## src/rtl/usb11_serializer.sv

```systemverilog
// usb11_serializer: full-speed USB packet transmitter (LSB-first, bit stuffing, NRZI, EOP)
// with a free-running 1 ms frame timer and a low-speed bit strobe.
module usb11_serializer #(
    parameter int FRAME_LEN = 12000,
    parameter int EOF_GUARD = 64,
    parameter int LS_DIV    = 8
) (
    input  logic       clk,
    input  logic       rst,
    input  logic [7:0] sbyte,
    input  logic       sbyte_wr,
    input  logic       last_pkt_byte,
    output logic       dp,
    output logic       dm,
    output logic       bus_enable,
    output logic       show_next,
    output logic       pkt_end,
    output logic       ls_bit_time,
    output logic       eof,
    output logic       eof_ena
);
    localparam int FW = $clog2(FRAME_LEN);
    localparam int LW = $clog2(LS_DIV);

    typedef enum logic [2:0] {S_IDLE, S_TX, S_SE0A, S_SE0B, S_J} state_t;

    state_t      state_q, state_d;
    logic        line_q, line_d;
    logic [7:0]  sr_q, sr_d, hold_q, hold_d;
    logic [2:0]  bits_q, bits_d, ones_q, ones_d, ones_base;
    logic        last_q, last_d, full_q, full_d, hlast_q, hlast_d;
    logic        show_q, show_d, pend_q, pend_d, load;
    logic [FW-1:0] frame_q;
    logic [LW-1:0] ls_q;

    always_comb begin
        state_d   = state_q;
        line_d    = line_q;
        sr_d      = sr_q;
        bits_d    = bits_q;
        ones_d    = ones_q;
        last_d    = last_q;
        hold_d    = hold_q;
        full_d    = full_q;
        hlast_d   = hlast_q;
        show_d    = 1'b0;
        pend_d    = 1'b0;
        // a held byte starts a packet from idle, or follows the previous byte with no gap
        load      = full_q && (state_q == S_IDLE ||
                    (state_q == S_TX && ones_q != 3'd6 && bits_q == 3'd0 && !last_q));
        ones_base = (state_q == S_IDLE) ? 3'd0 : ones_q;
        if (sbyte_wr && !full_q && (state_q == S_IDLE || state_q == S_TX)) begin
            hold_d  = sbyte;
            full_d  = 1'b1;
            hlast_d = last_pkt_byte;
        end
        if (load) begin
            state_d = S_TX;
            line_d  = hold_q[0] ? line_q : ~line_q;
            ones_d  = hold_q[0] ? ones_base + 3'd1 : 3'd0;
            sr_d    = {1'b0, hold_q[7:1]};
            bits_d  = 3'd7;
            last_d  = hlast_q;
            full_d  = 1'b0;
            show_d  = 1'b1;
        end else begin
            case (state_q)
                S_TX: begin
                    if (ones_q == 3'd6) begin
                        line_d = ~line_q;
                        ones_d = 3'd0;
                    end else if (bits_q != 3'd0) begin
                        line_d = sr_q[0] ? line_q : ~line_q;
                        ones_d = sr_q[0] ? ones_q + 3'd1 : 3'd0;
                        sr_d   = sr_q >> 1;
                        bits_d = bits_q - 3'd1;
                    end else begin
                        state_d = S_SE0A;
                    end
                end
                S_SE0A: state_d = S_SE0B;
                S_SE0B: begin
                    state_d = S_J;
                    line_d  = 1'b1;
                end
                S_J: begin
                    state_d = S_IDLE;
                    pend_d  = 1'b1;
                end
                default: state_d = S_IDLE;
            endcase
        end
    end

    always_ff @(posedge clk or posedge rst) begin
        if (rst) begin
            state_q <= S_IDLE;
            line_q  <= 1'b1;
            sr_q    <= '0;
            bits_q  <= '0;
            ones_q  <= '0;
            last_q  <= 1'b0;
            hold_q  <= '0;
            full_q  <= 1'b0;
            hlast_q <= 1'b0;
            show_q  <= 1'b0;
            pend_q  <= 1'b0;
            frame_q <= '0;
            ls_q    <= '0;
        end else begin
            state_q <= state_d;
            line_q  <= line_d;
            sr_q    <= sr_d;
            bits_q  <= bits_d;
            ones_q  <= ones_d;
            last_q  <= last_d;
            hold_q  <= hold_d;
            full_q  <= full_d;
            hlast_q <= hlast_d;
            show_q  <= show_d;
            pend_q  <= pend_d;
            frame_q <= (frame_q == FW'(FRAME_LEN - 1)) ? '0 : frame_q + FW'(1);
            ls_q    <= (ls_q == LW'(LS_DIV - 1)) ? '0 : ls_q + LW'(1);
        end
    end

    logic se0;
    assign se0         = (state_q == S_SE0A) || (state_q == S_SE0B);
    assign dp          = line_q & ~se0;
    assign dm          = ~line_q & ~se0;
    assign bus_enable  = (state_q != S_IDLE);
    assign show_next   = show_q;
    assign pkt_end     = pend_q;
    assign eof         = (frame_q == FW'(FRAME_LEN - 1));
    assign eof_ena     = (frame_q >= FW'(FRAME_LEN - EOF_GUARD));
    assign ls_bit_time = (ls_q == LW'(LS_DIV - 1));
endmodule

```

## config.mk

```make
export PLATFORM = sky130hd
export DESIGN_NAME = usb11_serializer
export DESIGN_NICKNAME = d
export VERILOG_FILES = /design/src/rtl/usb11_serializer.sv
export SDC_FILE = /design/constraint.sdc
export NUM_CORES = 1
export LEC_CHECK = 0
export ABC_AREA = 0
export CAP_MARGIN = 20
export CORE_UTILIZATION = 45
export DETAILED_ROUTE_END_ITERATION = 8
export PLACE_DENSITY = 0.66
export SLEW_MARGIN = 30
export SYNTH_ARGS = -nofsm -noshare
export SYNTH_HDL_FRONTEND = slang
export SYNTH_SLANG_ARGS = --single-unit
```

## constraint.sdc

```tcl
create_clock -name clk -period 2.61 [get_ports clk]
set_input_delay 0.783 -clock clk [delete_from_list [all_inputs] [get_ports clk]]
set_output_delay 0.783 -clock clk [all_outputs]
set_load 0.02 [all_outputs]
```

Word level (Yosys, flattened, before mapping) --
Cells that the tools add are included.
Cells by class: add/subtract/negate cells 5, multipliers 0, div/mod/pow operators 0, $lt $le $gt $ge 1, equality and inequality tests 14, shifts and indexed selects 0, multiplexer cells 32, bitwise gates (word level) 4, reductions and logical operators 24
Operators by type and width (number):
- $mux 3 | 15
- $mux 8 | 4
- $add 14x1->14 const B | 1
- $eq 14x14->1 const B | 1
- $ge 14x14->1 const B | 1
- $mux 14 | 1
- $reduce_bool 3->1 | 4
- $mux 1 | 10
- $add 3x1->3 const B | 3
- $eq 3x3->1 const B | 3
- $ne 3x3->1 const B | 3
- $pmux 3 s3 | 1
- $eq 3x2->1 const B | 2
- $logic_and 1x1->1 | 6
- $logic_not 3->1 | 2
- $reduce_bool 2->1 | 3
- $ne 2x2->1 const B | 2
- $ne 4x2->1 const B | 1
- $ne 4x3->1 const B | 1
- $reduce_and 2->1 | 2
- $reduce_and 4->1 | 1
- $eq 3x1->1 const B | 1
- $logic_or 1x1->1 | 3
- $reduce_and 3->1 | 1
- 5 further kinds | 8
Word-level totals: flip-flop bits (word level) 48, bits in latches 0, memory bits (writable) 0, ROM bits 0, bits of input ports 12, output and inout port bits 8, memories kept 0

Logic depth before layout (Yosys ltp) --
Gate-level depths: netlist of the first run.
depth in word-level cells 8, depth in mapped cells 9, gate-level depth less buffers 8

Least setup slack after synthesis of the first run --
OpenSTA, ideal clock, no wires.
path kind register to register, start register state_q[0], end register ones_q[2], setup time 126 ps, arrival 1856 ps, required time 2484 ps, slack 628 ps, cell stages (with the launch flop) 9, buffers on the path 1, clock period less this slack 1982 ps, cell sequence dfrtp_1 clkbuf_1 nor3_1 nor2b_1 ha_1 mux2_2 nand3_1 a31oi_1 a221o_1
On the way: longest elaborated chain between the ends 8, elaborated cells on any way between the ends 14, classes of those cells 1 x add/sub; 1 x eq/ne; 3 x mux; 9 x reduce/logical
Ends and longest elaborated chain:
- from (decl) | RTL line 27 | state_t state_q, state_d;
- from (signal assigned) | RTL line 111 | state_q <= state_d;
- branches (longest 8 deep; another with $add 3x1->3)
- to (signal assigned) | RTL line 115 | ones_q <= ones_d;
- to (decl) | RTL line 30 | logic [2:0] bits_q, bits_d, ones_q, ones_d, ones_base;
Parallel ways; which one is timed is not known. A chain may end at the register's enable or synchronous reset.

Worst setup path in the final report of the first run --
start register frame_q[6], end output eof_ena
On the way: longest elaborated chain between the ends 1
Ends and longest elaborated chain:
- from (decl) | RTL line 33 | logic [FW-1:0] frame_q;
- from (signal assigned) | RTL line 122 | frame_q <= (frame_q == FW'(FRAME_LEN - 1)) ? '0 : frame_q + FW'(1);
- $ge 14x14->1 | RTL line 135 | assign eof_ena = (frame_q >= FW'(FRAME_LEN - EOF_GUARD));
- to (decl) | RTL line 20 | output logic eof_ena
No other way between the ends.

==> results of run 1 <==
path summary, 6_finish.rpt:
path | startpoint | endpoint | slack (ns) | depth (start not counted)
hold / removal | ls_q[0] | ls_q[0] | 0.44 | 1
min in group asynchronous | rst | ls_q[0] | 0.82 | 3
setup / recovery | frame_q[6] | eof_ena | 0.10 | 4
setup reg to reg | state_q[0] | sr_q[5] | 0.58 | 6
max in group asynchronous | rst | line_q | 1.52 | 3
hold reg to reg | ls_q[0] | ls_q[0] | 0.44 | 1
cells in the mapped netlist, drive strengths merged, types with 4 or more instances:
cell	number
dfrtp	46
nand2	22
nor2	18
inv	14
o21ai	11
mux2	10
a21oi	9
and3	9
ha	9
nand3	8
xor2	6
a22oi	5
nor2b	5
xnor2	5
buf	4
cell type report:
cell class | instances | area [um2]
clock buffers | 6 | 82.6
inverters | 14 | 52.6
fillers | 429 | 2100
multi-input cells | 153 | 1060
well taps | 67 | 83.8
flip-flops and latches | 47 | 1180
repair buffers | 25 | 246
clock inverters | 2 | 35.0
cells by family (layout without fill, tap and decap cells):
family	Yosys count	after routing	share of synthesized area, %
adder cells (fa/ha/maj)	9	9	4.86
buffers and inverters	20	47	3.73
multiplexers	13	13	6.16
flip-flops	47	47	50.8
XOR/XNOR	11	11	4.16
AO/OA/AOI/OAI	40	40	12.1
AND/OR/NAND/NOR	80	80	18.2
layer usage:
metal	part of all wire (%)	vias to the layer above	track usage (%)
met5	0	-	0
met4	0.99	0	6.20
met3	3.7	6	4.80
met2	47	28	27.6
met1	48	809	23.4
li1	-	814	-
repair_timing:
action                                  CTS  global route
gates cloned                              0             0
endpoints found under the setup margin    1             3
setup buffers                             0             0
resized for setup                         1             4
report_power, final:
part,internal (mW),switching [mW],total (mW)
logic,0.420,0.455,0.875
registers,0.922,0.140,1.06
clock network,0.310,0.241,0.551
total,1.65,0.836,2.49
critical path, delay by kind of cell, from the launching register on:
kind,cells,cell delay [ns]
DFF,1,0.45
AOI/OAI and AO/OA,3,0.40
buffers and inverters,1,0.59
through the flow:
step           instances  worst slack (ns)  hold slack (ns)
4_1_cts              314            0.0292            0.449
2_1_floorplan        220             0.628            0.403
5_1_grt              314            0.0138            0.493
3_3_place_gp         306             0.237            0.419
6_report             314             0.103            0.444
3_5_place_dp         306             0.221            0.431
registers in the layout (all words and copies together) (netlist names):
name	flops
frame_q	14
hold_q	8
sr_q	7
bits_q	3
ls_q	3
ones_q	3
state_q	3
full_q	1
hlast_q	1
last_q	1
line_q	1
pkt_end	1
show_next	1
==> key figures, run 1 <==
Floorplanning
  • CORE AREA: 4850 um2
  • Die area: 5440 um2
  • Die Ht: 73.7 um
  • Row Count: 25
  • Initial core utilization: 47.8%
  • I/O pin cnt: 20
  • Die W: 73.7 um

Clock network
  • Clock transition at path regs: 0.09 ns
  • Sink Count: 47
  • Clock tree buffer depth: 2
  • Clock Root Buffer: clkbuf_8
  • Cts hold-fix bufs: 0
  • TritonCTS clock tree: yes
  • Worst skew pair latency: 0.30 ns
  • H-tree depth: 2
  • Total CTS buffers: 5

Yosys
  • Leading area contributor after synthesis: dfrtp_1
  • Top_reg_cell synth: dfrtp_1
  • Synth area leaders: dfrtp_1, ha_1, mux2_2
  • #FFs+latches synth: 47
  • Syn avg cell area: 10.5 um2
  • Yosys warns: 0
  • Synth cell types: 46
  • Seq/Total Area, Yosys: 50.8%
  • Cells after synthesis: 220
  • Synthesized cell area: 2320 um2
  • Net Count, Synth: 241
  • Synth top area share: 49.7%
  • Async set-reset flop share out of synthesis: 100%
  • Post-synth EDFFs: 0

GRT
  • Largest net degree at the start of global routing: 48
  • Remaining Overflow, GRT: 0
  • Total track usage: 17.6%
  • Number of global-route vias before repair: 1617
  • First-pass GRT wire length: 7250 um
  • Initial antenna violation count: 0

Drt
  • Post-DR vias/cell: 5.28
  • WL/cell: 13.2 um
  • Final ANT Viol Nets: 0
  • DR pass1 iterations: 5
  • DRC viols: 0
  • Vias: 1657
  • Post-Route WL: 4130 um
  • DR iter-0 viols: 106

Timing
  • Slew margin rel.: 63.1%
  • RSZ-0062 raised after global routing: no
  • Worst-Margin Slew: 0.552 ns
  • Skew final: 0.0141 ns
  • Final period utilization: 96.0%
  • Fin Setup TNS: 0 ns
  • Min Tclk post-route: 2.51 ns
  • Fmax: 399 MHz
  • Final Hold Viols: 0
  • Final Setup Violations: 0
  • Max-slew violation count: 0

Place
  • GPL Wtd Cong: 0.822
  • Dpl cell area: 2610 um2
  • IO buf count: 19
  • DP Wirelength: 2800 um

Status
  • Outcome: finished clean

Finish
  • Layout Utilization: 56.6%
  • Share of layout cells above drive strength 1: 14.6%
  • Fin area: 2740 um2
  • Final #Nets: 267
  • Layout Area Growth over Synthesis: 18.5%
  • N_diodes: 0
  • Commonest non-fill, non-tap cell in the layout: dfrtp_1
  • Most frequent cells in the layout: dfrtp_1, nand2_1, clkdlybuf4s50_1, nor2_1, inv_1

Power
  • Worst vdd ir: 0.422 mV
  • Post-layout power: 2.49 mW
  • Leakage: 1.27 nW
  • PD cells: 907 nW/um2

Worst setup path
  • CP startpoint kind: flip-flop
  • Crit. End Element: primary output
  • Worst EP arrival: 1.72 ns
  • Critical path type: flip-flop to primary output
  • Worst EP required: 1.83 ns
  • CP peak stage delay: 0.59 ns
  • CP max stage cell: clkdlybuf4s50_1
  • CP cell instances: o21ai_0 > a21oi_1 > o21a_1 > clkdlybuf4s50_1
  • Crit-path max FO: 6

Worst hold path
  • HP Class: flip-flop to flip-flop

Job
  • Max-Cap Viols: 0
(Power assumes the default switching activity.)
==> run 2, diff against run 1 <==
Settings changed: CORE_UTILIZATION 45 to 25, PLACE_DENSITY 0.66 to 0.42.
==> key figures, run 2 (synthesis gave the netlist of run 1 again) <==
Status
  • Outcome: finished with violations
  • Failing checks: DRC

Timing
  • Final Hold Viols: 0 (unchanged)
  • Worst-Margin Slew: 0.400 ns (-0.153 ns)
  • Fmax: 399 MHz (about the same)
  • Skew final: 0.00773 ns (-0.00641 ns)
  • Final period utilization: 96.0% (about the same)
  • RSZ-0062 raised after global routing: no
  • Max-slew violation count: 0 (unchanged)
  • Fin Setup TNS: 0 ns (unchanged)
  • Worst hold slack: 0.432 ns (-0.0118 ns)
  • Min Tclk post-route: 2.50 ns (-0.00218 ns)
  • Final Setup Violations: 0 (unchanged)
  • Slew margin rel.: 73.3% (+10 points)

Place
  • IO buf count: 19 (unchanged)
  • GPL Wtd Cong: 0.726 (-12%)
  • Dpl cell area: 2680 um2 (+2.5%)
  • DP Wirelength: 3210 um (+14%)

GRT
  • First-pass GRT wire length: 7870 um (+8.5%)
  • Initial antenna violation count: 0 (unchanged)
  • Remaining Overflow, GRT: 0 (unchanged)
  • GR Util met2: 16.0% (-12 points)
  • Total track usage: 10.3% (-7.3 points)
  • Met1 usage: 13.8% (-9.6 points)
  • GRT busiest layer: met2
  • Number of global-route vias before repair: 1621 (+0.25%)
  • Largest net degree at the start of global routing: 34 (-29%)
  • Grt met3 use: 2.86% (-1.9 points)

Clock network
  • TritonCTS clock tree: yes
  • Post-CTS setup buffer count: 0 (unchanged)
  • Clock transition at path regs: 0.08 ns (about the same)
  • Clock Root Buffer: clkbuf_8
  • Sink Count: 47 (unchanged)
  • Total CTS buffers: 5 (unchanged)
  • Cts hold-fix bufs: 0 (unchanged)
  • Clock tree buffer depth: 2 (unchanged)
  • Worst skew pair latency: 0.30 ns (about the same)
  • H-tree depth: 2 (unchanged)

Floorplanning
  • Row Count: 34 (+36%)
  • CORE AREA: 8850 um2 (+83%)
  • Die Ht: 98.3 um (+33%)
  • Die W: 98.3 um (+33%)
  • Initial core utilization: 26.2% (-22 points)
  • Die area: 9650 um2 (+78%)
  • I/O pin cnt: 20 (unchanged)

Job
  • Max-Cap Viols: 0 (unchanged)

Worst setup path
  • CP max stage cell: clkdlybuf4s50_1
  • CP peak stage delay: 0.54 ns (-0.05 ns)
  • CP startpoint kind: flip-flop
  • Worst EP arrival: 1.72 ns (about the same)
  • Crit-path max FO: 12 (+6)
  • Crit. End Element: primary output
  • R2R cell count: 8 (+2)
  • CP bufs+invs: 2 (+1)
  • Crit path max-delay family: buffers and inverters
  • Critical path type: flip-flop to primary output
  • Worst EP required: 1.83 ns (about the same)
  • WP depth: 3 (-1)
  • CP cell instances: nor3_1 > inv_1 > clkdlybuf4s50_1

Finish
  • Layout fillers: 946 (+120%)
  • Final #Nets: 269 (+0.75%)
  • Layout Area Growth over Synthesis: 19.8%
  • Commonest non-fill, non-tap cell in the layout: dfrtp_1
  • Max reg flops: 14 (unchanged)
  • Most frequent cells in the layout: dfrtp_1, nand2_1, nor2_1, clkdlybuf4s50_1, inv_1
  • N_diodes: 0 (unchanged)
  • Largest reg by FF count: frame_q
  • Biggest regs: frame_q: 14 flops, hold_q: 8 flops, sr_q: 7 flops
  • Share of layout cells above drive strength 1: 14.9% (+0.28 points)
  • Fin area: 2780 um2 (+1.1%)

Drt
  • DR pass1 iterations: 8 (+3)
  • DR iter-0 viols: 42 (-60%)
  • Vias: 1637 (-1.2%)
  • Post-Route WL: 4490 um (+8.7%)
  • WL/cell: 12.6 um (-4.4%)
  • Post-DR vias/cell: 4.59 (-13%)
  • Final ANT Viol Nets: 0 (unchanged)
  • DRC viols: 2 (+2)

Power
  • PD cells: 870 nW/um2 (-4.1%)
  • Worst vdd ir: 0.302 mV (-28%)
  • Leakage: 1.27 nW (+0.12%)

Worst hold path
  • Hold path cells: 1 (unchanged)
  • HP Class: flip-flop to flip-flop
[run 2: cell type report]
type | count | area [um2] | area share [%]
sequential | 47 | 1180 | 42.6
clock buffer | 6 | 72.6 | 2.61
tap | 108 | 135 | 4.87
clock inverter | 2 | 16.3 | 0.586
timing repair buffer | 27 | 264 | 9.51
multi-input combinational | 153 | 1050 | 37.9
inverter | 14 | 52.6 | 1.89
[run 2: what timing repair did]
item,in CTS,in global routing
pin swaps,0,0
resized for setup,1,5
setup endpoints to repair,1,2
[run 2: layer usage]
metal / part of all wire, % / up-vias / routed length (um)
met1: 50 / 788 / 2250
met2: 47 / 21 / 2090
met5: 0 / - / 0
met3: 2.6 / 2 / 118
met4: 0.62 / 0 / 28
li1: - / 826 / -
[run 2: worst reg2reg max path: stages (launching register included)]
cell and delay, ns:
dfrtp_1 0.51, nor3_1 0.31, buf_4 0.18, nor2b_1 0.04
ha_1 0.23, mux2_2 0.27, nand3_1 0.09, a31oi_1 0.08
a221o_1 0.26
[run 2: path summary, 6_finish.rpt]
check                                start         end  slack [ns]
worst min-delay path               ls_q[0]     ls_q[0]        0.43
worst max-delay path            state_q[1]  bus_enable        0.11
max in group asynchronous              rst      line_q        1.30
worst min register to register     ls_q[0]     ls_q[0]        0.43
min in group asynchronous              rst     ls_q[2]        0.75
worst max register to register  state_q[1]   ones_q[2]        0.53
[run 2: stage by stage]
stage	utilization (%)	worst slack [ns]	instances	power, mW
finish	31.4	0.106	357	2.41
global route	31.4	0.0197	357	2.63
CTS	31.3	0.00926	357	2.47
detailed placement	30.3	0.217	349	2.00
global placement	30.3	0.180	349	2.00
floorplan	-	0.628	220	1.73
[run 2: power by group]
| group | switching, mW | leakage, nW | internal, mW | total, mW |
|---|---|---|---|---|
| Sequential | 0.145 | 0.582 | 0.923 | 1.07 |
| Combinational | 0.463 | 0.651 | 0.437 | 0.900 |
| Clock | 0.253 | 0.0418 | 0.193 | 0.446 |
| Total | 0.861 | 1.27 | 1.55 | 2.41 |
